File: src/rtl/key_stream_assembler.sv
// key_stream_assembler: gathers KEY_SIZE chunks into one MSG_SIZE key word
// for the XOR cipher datapath, with SHIFT/REPEAT modes and output backpressure.
module key_stream_assembler #(
  parameter int KEY_SIZE = 4,
  parameter int MSG_SIZE = 8,
  localparam int NUM_CHUNKS = (MSG_SIZE + KEY_SIZE - 1) / KEY_SIZE,
  localparam int ACC_W = NUM_CHUNKS * KEY_SIZE,
  localparam int CNT_W = $clog2(NUM_CHUNKS + 1)
) (
  input  logic                iClk,
  input  logic                iRst,
  input  logic                iClear,
  input  logic                iEn,
  input  logic                iMode,
  input  logic [KEY_SIZE-1:0] iKey,
  input  logic                iKey_Valid,
  output logic                oKey_Ready,
  output logic [MSG_SIZE-1:0] oKey_Assembled,
  output logic                oAssembled,
  input  logic                iOut_Ready,
  output logic [CNT_W-1:0]    oChunk_Count
);

  // Partial-word storage holds every chunk but the last; the last
  // chunk is folded in directly from iKey on the completing edge.
  localparam int PART_W =
    (NUM_CHUNKS > 1) ? (NUM_CHUNKS - 1) * KEY_SIZE : 1;

  typedef enum logic {
    FILL = 1'b0,
    HOLD = 1'b1
  } state_t;

  state_t              r_state;
  logic [PART_W-1:0]   r_acc;
  logic [MSG_SIZE-1:0] r_key;
  logic                r_assembled;
  logic [CNT_W-1:0]    r_count;
  logic                r_mode;

  logic [ACC_W-1:0]    w_acc_next;
  logic [ACC_W-1:0]    w_tile;
  logic                w_accept;
  logic                w_last;
  logic                w_mode;

  if (NUM_CHUNKS > 1) begin : g_multi
    assign w_acc_next = {r_acc, iKey};
  end else begin : g_single
    assign w_acc_next = iKey;
  end

  assign w_tile     = {NUM_CHUNKS{iKey}};
  assign oKey_Ready = (r_state == FILL) && iEn;
  assign w_accept   = iKey_Valid && oKey_Ready;
  assign w_last     = (r_count == CNT_W'(NUM_CHUNKS - 1));
  // Mode is taken live on the first chunk, then from the latch.
  assign w_mode     = (r_count == '0) ? iMode : r_mode;

  assign oKey_Assembled = r_key;
  assign oAssembled     = r_assembled;
  assign oChunk_Count   = r_count;

  // Fill/hold state machine with registered word, flag and count.
  always_ff @(posedge iClk or negedge iRst) begin
    if (!iRst) begin
      r_state     <= FILL;
      r_acc       <= '0;
      r_key       <= '0;
      r_assembled <= 1'b0;
      r_count     <= '0;
      r_mode      <= 1'b0;
    end else if (iClear) begin
      r_state     <= FILL;
      r_acc       <= '0;
      r_key       <= '0;
      r_assembled <= 1'b0;
      r_count     <= '0;
      r_mode      <= 1'b0;
    end else begin
      unique case (r_state)
        FILL: begin
          if (w_accept) begin
            if (r_count == '0) begin
              r_mode <= iMode;
            end
            if (w_mode) begin
              r_key       <= w_tile[ACC_W-1 -: MSG_SIZE];
              r_count     <= CNT_W'(1);
              r_assembled <= 1'b1;
              r_state     <= HOLD;
            end else if (w_last) begin
              r_key       <= w_acc_next[ACC_W-1 -: MSG_SIZE];
              r_count     <= r_count + CNT_W'(1);
              r_assembled <= 1'b1;
              r_state     <= HOLD;
            end else begin
              r_acc   <= w_acc_next[PART_W-1:0];
              r_count <= r_count + CNT_W'(1);
            end
          end
        end
        HOLD: begin
          if (iOut_Ready) begin
            r_state     <= FILL;
            r_assembled <= 1'b0;
            r_key       <= '0;
            r_acc       <= '0;
            r_count     <= '0;
          end
        end
        default: r_state <= FILL;
      endcase
    end
  end

endmodule

File: config.mk
export PLATFORM = sky130hd
export DESIGN_NAME = key_stream_assembler
export DESIGN_NICKNAME = d
export VERILOG_FILES = /design/src/rtl/key_stream_assembler.sv
export SDC_FILE = /design/constraint.sdc
export NUM_CORES = 1
export LEC_CHECK = 0
export ABC_AREA = 1
export CAP_MARGIN = 20
export CORE_ASPECT_RATIO = 1.4
export CORE_MARGIN = 2
export CORE_UTILIZATION = 29
export CTS_CLUSTER_DIAMETER = 40
export DETAILED_ROUTE_END_ITERATION = 6
export RECOVER_POWER = 100
export SYNTH_ARGS = -nofsm -noshare
export SYNTH_HDL_FRONTEND = slang
export SYNTH_SLANG_ARGS = --single-unit
File: constraint.sdc
create_clock -name iClk -period 2.3 [get_ports iClk]
set_input_delay 0.23 -clock iClk [delete_from_list [all_inputs] [get_ports iClk]]
set_output_delay 0.23 -clock iClk [all_outputs]
set_load 0.1 [all_outputs]
==> impl_metrics.env, run 1 <==
export IMPL_yosys_register_bits=17
export IMPL_grt_use_total=0.120
export IMPL_worstMarginPinSlew_ns=1.16
export IMPL_area_delta_synth_final_pct=22.5
export IMPL_grt_first_pass_wirelength_um=3420
export IMPL_root_buffer="clkbuf_8"
export IMPL_fin_crit_sh=0.814
export IMPL_worstPathRequired_ns=2.48
export IMPL_ys_types=19
export IMPL_critPathSlowestCell="dlygate4sd3_1"
export IMPL_numCtsBuffers=3
export IMPL_path_delay_family="simple AND/OR/NAND/NOR gates"
export IMPL_grt_max_degree=18
export IMPL_hp_class="register to register"
export IMPL_clk_latency_ns=0.25
export IMPL_via_per_inst=4.69
export IMPL_dieArea_um2=3760
export IMPL_cts_hold_buf=0
export IMPL_grt_busiest_layer="met2"
export IMPL_first_global_vias=804
export IMPL_worstRegToRegCells=8
export IMPL_end_kind="register"
export IMPL_path_clk_slew_ns=0.06
export IMPL_cap_violations=0
export IMPL_die_y_um=71.7
export IMPL_antenna_found_initial=0
export IMPL_tns_ns=0
export IMPL_stdcell_area_um2=1160
export IMPL_synthesis_area_um2=950
export IMPL_cts_tree="built"
export IMPL_final_max_slew_violation_count=0
export IMPL_drt_wirelength_per_cell_um=11.2
export IMPL_num_fill_cells=360
export IMPL_ir_drop_v=0.000865
export IMPL_drtPass1Iterations=4
export IMPL_vias=868
export IMPL_syn_inst=121
export IMPL_gp_congestion=0.830
export IMPL_critPathMaxStageDelay_ns=0.66
export IMPL_chipWidth_um=52.4
export IMPL_initial_core_util=0.304
export IMPL_cts_setup_buffers=0
export IMPL_drt_total_wl_um=2080
export IMPL_fin_worst_skew_ns=0.00735
export IMPL_cts_path_max_buffers=2
export IMPL_outcome="finished, final reports clean"
export IMPL_clock_sinks=17
export IMPL_ios=23
export IMPL_critPathLaunchType="primary input"
export IMPL_postSynthAreaPerCell_um2=7.85
export IMPL_path_common_cell="nand2_1"
export IMPL_grt_use_met3=0.0188
export IMPL_fin_crit_ns=1.87
export IMPL_yosysWarnings=0
export IMPL_finalHoldViolCount=0
export IMPL_synth_fp_nets=134
export IMPL_path_depth=6
export IMPL_drive_gt1_frac=0.110
export IMPL_placed_cell_area_um2=1180
export IMPL_use_met1=0.150
export IMPL_rsz0062_at_grt="false"
export IMPL_num_antenna_cells=0
export IMPL_cp_cell_sequence="dlygate4sd3_1 -> nor2_1 -> nand2_4 -> nand3_1 -> nand2_1 -> nand2_1"
export IMPL_critPathBufInv=1
export IMPL_antenna_left=0
export IMPL_worstSetupPathType="primary input to register"
export IMPL_setup_viol=0
export IMPL_grt_remaining_overflow=0
export IMPL_rows=24
export IMPL_timing_fmax_ghz=0.534
export IMPL_design_core_area_um2=3120
export IMPL_worstPathMaxFanout=9
export IMPL_drc=0
export IMPL_dp_hpwl_um=1700
export IMPL_p_leak_nw=0.612
export IMPL_grtUsageMet2=0.210
export IMPL_nNetsFinal=160
export IMPL_numPortBuffers=22
export IMPL_min_path_cells=2
export IMPL_cts_resized=0
export IMPL_cp_arrival_ns=2.05
export IMPL_htree_levels=1
export IMPL_cellPowerDensity_nw_per_um2=1330
export IMPL_ys_seq_area_frac=0.448
export IMPL_drt_iter0_markers=28
export IMPL_slew_headroom=0.227
## sequential cells by signal, indices dropped and copies added (netlist names)
register	cells
r_acc	4
oChunk_Count	2
r_mode	1
r_state	1
oAssembled	1
oKey_Assembled	8
## cell usage in the layout, fill, tap and decap left out
master           instances
nand3_4                  1
clkdlybuf4s50_1          8
nand4_1                  8
a211oi_1                 1
nand2_1                 47
nand3_2                  1
clkbuf_1                12
o21ai_0                  2
a21oi_1                  2
nor2_2                   1
inv_4                    1
inv_2                    2
clkbuf_8                 3
nand2_4                  2
nor2_1                   8
nand2_2                  4
ha_1                     2
inv_1                    9
dlygate4sd3_1            2
clkbuf_2                 1
nand3_1                 12
dfrtp_1                 17
## tightest hold or removal path, stage by stage, from the launching register on
cell	delay, ns
dfrtp_1	0.34
nand2_1	0.05
nand2_1	0.04
## logic make-up (layout without fill, tap and decap cells)
family	count (synthesis)	count (layout)	synth area share
AND/OR/NAND/NOR	84	84	0.435
flip-flops	17	17	0.448
buffers and inverters	13	38	0.0619
AO/OA/AOI/OAI	5	5	0.0290
adder cells (fa/ha/maj)	2	2	0.0263
## cells in the mapped netlist
cell type / count / area share
a21oi_1: 2 / 0.011
a211oi_1: 1 / 0.0079
nand4_1: 8 / 0.053
nor2_2: 2 / 0.013
buf_6: 1 / 0.012
inv_4: 1 / 0.0066
nor2_1: 6 / 0.024
ha_1: 2 / 0.026
inv_2: 2 / 0.0079
dfrtp_1: 17 / 0.45
inv_1: 9 / 0.036
nand3_1: 11 / 0.058
o21ai_0: 2 / 0.011
nand2_1: 47 / 0.19
nand2_4: 2 / 0.024
nand3_2: 2 / 0.021
nand2_2: 4 / 0.026
nand3_4: 1 / 0.018
nor2_4: 1 / 0.012
## per-layer routing
layer,part of all wire,vias up
li1,-,443
met1,0.45,400
met2,0.50,23
met3,0.048,2
met4,0.0048,0
met5,0,-
## metrics by stage
stage / cells / utilization / hold slack [ns] / total power [mW] / setup slack, ns
6_report: 185 / 0.373 / 0.473 / 1.55 / 0.428
5_1_grt: 185 / 0.373 / 0.491 / 1.65 / 0.314
4_1_cts: 185 / 0.391 / 0.458 / 1.62 / 0.709
3_3_place_gp: 181 / 0.377 / 0.467 / 1.39 / 0.647
2_1_floorplan: 121 / - / -0.0656 / 1.19 / 0.216
3_5_place_dp: 181 / 0.377 / 0.462 / 1.40 / 0.614
## path summary, 6_finish.rpt
path                                          startpoint  slack, ns                            end
hold reg to reg            oKey_Assembled[1]$_DFFE_PN0P_       0.47  oKey_Assembled[1]$_DFFE_PN0P_
min in group asynchronous                           iRst       0.48    oChunk_Count[1]$_DFFE_PN0P_
setup / recovery                                  iClear       0.43  oKey_Assembled[6]$_DFFE_PN0P_
max in group asynchronous                           iRst       1.34  oKey_Assembled[2]$_DFFE_PN0P_
hold / removal             oKey_Assembled[1]$_DFFE_PN0P_       0.47  oKey_Assembled[1]$_DFFE_PN0P_
setup reg to reg             oChunk_Count[0]$_DFFE_PN0P_       0.60  oKey_Assembled[6]$_DFFE_PN0P_
## cell type report
type / instances / area [µm²] / share of cell area
Clock buffer: 4 / 45.0 / 0.0387
Inverter: 12 / 47.5 / 0.0409
Multi-Input combinational cell: 91 / 450 / 0.387
Sequential cell: 17 / 425 / 0.366
Tap cell: 39 / 48.8 / 0.0419
Timing Repair Buffer: 22 / 146 / 0.126
## power by group
part | switching (mW) | internal, mW | leakage (nW)
clock network | 0.0965 | 0.123 | 0.0228
logic | 0.726 | 0.166 | 0.362
registers | 0.0580 | 0.384 | 0.227
Note: power is estimated with default switching activity, not from simulation.
==> inputs of run 2 (changes only) <==
==> constraint.sdc (replaced) <==
create_clock -name iClk -period 1.65 [get_ports iClk]
set_input_delay 0.165 -clock iClk [delete_from_list [all_inputs] [get_ports iClk]]
set_output_delay 0.165 -clock iClk [all_outputs]
set_load 0.1 [all_outputs]
==> run 2 against run 1 <==
Combinational power rose by 55%. Largest power group unchanged. Clock skew fell by 0.0064 ns. Sequential share of layout area fell by 2.3 points. Final cell count rose by 1.1%. Worst setup slack got worse by 0.29 ns. Routed wire length rose by 9.9%. Total power rose by 50%. Cell area rose by 8.5%.
==> impl_metrics.env, run 2 (synthesis gave the netlist of run 1 again) <==
export IMPL_mostFrequentLayoutCell="nand2_1"
export IMPL_hp_class="register to register"
export IMPL_final_max_slew_violation_count=0
export IMPL_fin_crit_ns=1.51
export IMPL_cap_violations=0
export IMPL_drtPass1Iterations=4
export IMPL_rsz0062_at_grt="false"
export IMPL_place_ws_ns=0.0638
export IMPL_area_delta_synth_final_pct=32.9
export IMPL_drt_iter0_markers=33
export IMPL_htree_levels=1
export IMPL_cellPowerDensity_nw_per_um2=1840
export IMPL_dp_hpwl_um=1760
export IMPL_p_leak_nw=0.668
export IMPL_gp_congestion=0.970
export IMPL_tns_ns=0
export IMPL_seq_area_um2=433
export IMPL_die_y_um=71.7
export IMPL_worstRegToRegCells=10
export IMPL_critPathLaunchType="register"
export IMPL_worstMarginPinSlew_ns=0.911
export IMPL_clock_sinks=17
export IMPL_grt_max_degree=18
export IMPL_chipWidth_um=52.4
export IMPL_largest_reg_flops=8
export IMPL_r2r_slack_ns=0.14
export IMPL_drt_total_wl_um=2280
export IMPL_final_cell_mix="nand2_1, dfrtp_1, nand3_1, clkbuf_2, clkdlybuf4s50_1"
export IMPL_top_layer_used="met4"
export IMPL_path_clk_slew_ns=0.07
export IMPL_wl_met2_um=1140
export IMPL_numPortBuffers=22
export IMPL_end_kind="register"
export IMPL_grt_use_total=0.139
export IMPL_numCtsBuffers=3
export IMPL_num_antenna_cells=0
export IMPL_grt_remaining_overflow=0
export IMPL_antenna_found_initial=0
export IMPL_outcome="finished, final reports clean"
export IMPL_grt_first_pass_wirelength_um=3970
export IMPL_setup_viol=0
export IMPL_wl_met3_um=106
export IMPL_nNetsFinal=162
export IMPL_regToRegStartpoint="oChunk_Count[0]$_DFFE_PN0P_"
export IMPL_via_per_inst=4.76
export IMPL_cts_path_max_buffers=2
export IMPL_ios=23
export IMPL_dieArea_um2=3760
export IMPL_multi_input_comb_area_um2=503
export IMPL_m1WireLength_um=974
export IMPL_drive_gt1_frac=0.257
export IMPL_antenna_left=0
export IMPL_design_core_area_um2=3120
export IMPL_num_fill_cells=317
export IMPL_slew_headroom=0.392
export IMPL_drt_wirelength_per_cell_um=12.2
export IMPL_first_global_vias=946
export IMPL_worstPathMaxFanout=5
export IMPL_rows=24
export IMPL_initial_core_util=0.304
export IMPL_fin_total_pwr_mw=2.33
export IMPL_drc=0
export IMPL_ir_drop_v=0.000975
export IMPL_worstPathRequired_ns=1.85
export IMPL_crit_path_start="oChunk_Count[0]$_DFFE_PN0P_"
export IMPL_hp_start="oKey_Assembled[2]$_DFFE_PN0P_"
export IMPL_cts_hold_buf=0
export IMPL_fin_crit_sh=0.916
export IMPL_timing_fmax_ghz=0.661
export IMPL_cp_arrival_ns=1.71
export IMPL_fin_worst_skew_ns=0.000995
export IMPL_root_buffer="clkbuf_8"
export IMPL_setup_ws_ns=0.138
export IMPL_hold_path_endpoint="oKey_Assembled[2]$_DFFE_PN0P_"
export IMPL_vias=890
export IMPL_finalHoldViolCount=0
export IMPL_min_path_cells=2
export IMPL_cts_tree="built"
export IMPL_r2r_end="r_acc[1]$_DFFE_PN0P_"
export IMPL_worstSetupPathType="register to register"
export IMPL_clk_latency_ns=0.26
## run 2: cell types whose count changed in the layout (fill, tap and decap cells not counted), moves of 2 or more
cell / change
dfrtp_1: -2
nor2_4: +2
nor2_1: -2
nand2_2: +2
nand2_1: -2
inv_2: +2
clkbuf_1: -11
dfrtp_4: +2
clkbuf_2: +10
nand3_4: +2
## run 2: what timing repair did
| action | CTS | global route |
|---|---|---|
| endpoints found under the setup margin | 0 | 13 |
| gates resized for setup | 0 | 7 |
| buffers inserted | 0 | 0 |
## run 2: worst max-delay path by stage
stage / depth (start not counted) / end
finish: 10 / r_acc[1]$_DFFE_PN0P_
global route: 9 / oKey_Assembled[5]$_DFFE_PN0P_
CTS: 10 / r_acc[1]$_DFFE_PN0P_
detailed placement: 10 / r_acc[1]$_DFFE_PN0P_
global placement: 10 / r_acc[0]$_DFFE_PN0P_
floorplan: 9 / oKey_Assembled[4]$_DFFE_PN0P_
## run 2: area by class of cell
type,instances,area share
multi-input cells,91,0.398
clock buffers,3,0.0327
clock inverters,1,0.00396
repair buffers,24,0.148
inverters,12,0.0357
well taps,39,0.0387
flip-flops and latches,17,0.343
## run 2: routing by layer
metal,vias to the layer above,global-route usage
met4,0,0.0798
met1,403,0.173
met2,34,0.224
li1,446,-
met5,-,0
met3,7,0.0208
## run 2: metrics by stage
step,hold WS (ns),cell area (µm²),utilization,cells
after global placement,0.468,1360,0.436,183
final,0.474,1260,0.404,187
after CTS,0.237,1410,0.451,187
after detailed placement,0.470,1360,0.436,183
after floorplan,-0.131,970,-,121
after global routing,0.516,1260,0.404,187
## run 2: critical path: stages (launching register included)
cell     delay [ns]
dfrtp_4        0.50
inv_2          0.09
ha_4           0.16
inv_2          0.05
nand2_2        0.10
nand3_1        0.11
nand2_1        0.11
inv_1          0.08
nor2_4         0.13
nand2_1        0.07
nand2_1        0.06
## run 2: power by group
group | total [mW] | internal [mW] | switching (mW)
sequential | 0.629 | 0.547 | 0.0815
combinational | 1.38 | 0.316 | 1.07
clock | 0.318 | 0.168 | 0.150
==> inputs of run 3 (changes only) <==
--- a/config.mk
+++ b/config.mk
@@ -6,12 +6,12 @@
 export NUM_CORES = 1
 export LEC_CHECK = 0
 export ABC_AREA = 1
-export CAP_MARGIN = 20
 export CORE_ASPECT_RATIO = 1.4
 export CORE_MARGIN = 2
 export CORE_UTILIZATION = 29
 export CTS_CLUSTER_DIAMETER = 40
 export DETAILED_ROUTE_END_ITERATION = 6
+export GPL_ROUTABILITY_DRIVEN = 0
 export RECOVER_POWER = 100
 export SYNTH_ARGS = -nofsm -noshare
 export SYNTH_HDL_FRONTEND = slang
==> run 3 against run 2 <==
Clock skew up 0.0013 ns. Non-clock buffer count up 1. Cell area up 1.4%.
==> impl_metrics.env, run 3 (synthesis gave the netlist of run 1 again) <==
export IMPL_outcome="finished, final reports clean"
export IMPL_rsz0062_at_grt="false"
export IMPL_final_max_slew_violation_count=0
export IMPL_final_cell_mix="nand2_1, dfrtp_1, clkbuf_2"
export IMPL_via_per_inst=4.81
export IMPL_drt_total_wl_um=2420
export IMPL_ir_drop_v=0.000974
export IMPL_drive_gt1_frac=0.273
export IMPL_num_antenna_cells=0
export IMPL_regToRegStartpoint="oChunk_Count[0]$_DFFE_PN0P_"
export IMPL_rows=24
export IMPL_drtPass1Iterations=4
export IMPL_clk_latency_ns=0.25
export IMPL_grt_remaining_overflow=0
export IMPL_grt_use_total=0.139
export IMPL_antenna_found_initial=0
export IMPL_multi_input_comb_area_um2=513
export IMPL_design_core_area_um2=3120
export IMPL_worstPathRequired_ns=1.84
export IMPL_r2r_end="r_acc[2]$_DFFE_PN0P_"
export IMPL_first_global_vias=929
export IMPL_cts_path_max_buffers=2
export IMPL_grt_max_degree=18
export IMPL_initial_core_util=0.304
export IMPL_grt_first_pass_wirelength_um=4050
export IMPL_fin_crit_ns=1.54
export IMPL_worstMarginPinSlew_ns=0.907
export IMPL_worstSetupPathType="register to register"
export IMPL_largest_reg_flops=8
export IMPL_numCtsBuffers=3
export IMPL_cp_arrival_ns=1.73
export IMPL_drt_wirelength_per_cell_um=12.8
export IMPL_path_clk_slew_ns=0.07
export IMPL_cts_tree="built"
export IMPL_num_fill_cells=335
export IMPL_seq_area_um2=433
export IMPL_end_kind="register"
export IMPL_cp_cell_sequence="inv_1 -> ha_2 -> inv_2 -> nand2_2 -> nand3_2 -> nand2_2 -> inv_1 -> nor2_4 -> nand2_1 -> nand2_1"
export IMPL_setup_viol=0
export IMPL_area_delta_synth_final_pct=34.8
export IMPL_timing_fmax_ghz=0.648
export IMPL_drt_iter0_markers=29
export IMPL_htree_levels=1
export IMPL_slew_headroom=0.395
export IMPL_critPathBufInv=3
export IMPL_cellPowerDensity_nw_per_um2=1830
export IMPL_worstPathMaxFanout=5
export IMPL_finalHoldViolCount=0
export IMPL_hp_class="register to register"
export IMPL_fin_crit_sh=0.936
export IMPL_mostFrequentLayoutCell="nand2_1"
export IMPL_critPathMaxStageDelay_ns=0.49
export IMPL_crit_path_start="oChunk_Count[0]$_DFFE_PN0P_"
export IMPL_dieArea_um2=3760
export IMPL_p_leak_nw=0.683
export IMPL_place_ws_ns=0.0679
export IMPL_chipWidth_um=52.4
export IMPL_cts_setup_buffers=0
export IMPL_drc=0
export IMPL_worstRegToRegCells=10
export IMPL_path_delay_family="simple AND/OR/NAND/NOR gates"
export IMPL_die_y_um=71.7
export IMPL_dp_hpwl_um=1820
export IMPL_fin_worst_skew_ns=0.00229
export IMPL_numPortBuffers=22
export IMPL_cap_violations=0
export IMPL_clock_sinks=17
export IMPL_vias=909
export IMPL_setup_ws_ns=0.106
export IMPL_ios=23
export IMPL_setup_worst_path_end="r_acc[2]$_DFFE_PN0P_"
export IMPL_critPathSlowestCell="dfrtp_4"
export IMPL_critPathLaunchType="register"
export IMPL_antenna_left=0
export IMPL_root_buffer="clkbuf_8"
export IMPL_nNetsFinal=164
export IMPL_path_depth=10
export IMPL_hp_start="oKey_Assembled[6]$_DFFE_PN0P_"
export IMPL_tns_ns=0
export IMPL_r2r_slack_ns=0.11
run 3: cell count changes in the layout (fill, tap and decap cells not counted), sizes merged:
cell / before / now
buf: 2 / 3
nand3: 14 / 15
run 3: layout make-up:
cell class	instances	share of cell area
sequential	17	0.338
clock inverter	1	0.00391
inverter	12	0.0352
tap	39	0.0381
multi-input combinational	92	0.401
timing repair buffer	25	0.152
clock buffer	3	0.0323
run 3: report_power, final:
| group | leakage [nW] | total, mW | internal [mW] | switching, mW |
|---|---|---|---|---|
| Combinational | 0.433 | 1.40 | 0.314 | 1.09 |
| Sequential | 0.224 | 0.627 | 0.547 | 0.0801 |
| Clock | 0.0255 | 0.311 | 0.167 | 0.144 |
| Total | 0.683 | 2.34 | 1.03 | 1.31 |
run 3: tightest hold or removal path, cell delays in order (launching register included):
cell and delay (ns):
dfrtp_1 0.34, nand2_1 0.05, nand2_1 0.05
run 3: how the worst min path moves through the flow:
stage / to / slack [ns] / cells after the start
CTS: r_acc[1]$_DFFE_PN0P_ / 0.24 / 2
detailed placement: r_acc[3]$_DFFE_PN0P_ / 0.47 / 2
finish: oKey_Assembled[6]$_DFFE_PN0P_ / 0.48 / 2
global placement: r_acc[2]$_DFFE_PN0P_ / 0.47 / 2
global route: oKey_Assembled[2]$_DFFE_PN0P_ / 0.51 / 2
floorplan: oAssembled$_DFFE_PN0P_ / -0.13 / 0
run 3: per-stage QoR:
step                      instance area (µm²)  cells   util  hold slack (ns)  power, mW
after CTS                                1420    188  0.454            0.239       2.56
after global routing                     1280    189  0.410            0.513       2.48
after global placement                   1370    184  0.439            0.469       2.22
final                                    1280    189  0.410            0.480       2.34
after floorplan                           970    121      -           -0.131       1.69
after detailed placement                 1370    184  0.439            0.471       2.24
run 3: layer usage:
metal / vias up / part of all wire / track usage
met1: 427 / 0.43 / 0.183
met5: - / 0 / 0
met3: 6 / 0.044 / 0.0208
met4: 0 / 0.014 / 0.0627
met2: 27 / 0.52 / 0.221
li1: 449 / - / -
run 3: timing repair:
| action | CTS | global route |
|---|---|---|
| endpoints found under the setup margin | 0 | 13 |
| hold buffers | 0 | 0 |
| gates resized for setup | 0 | 6 |
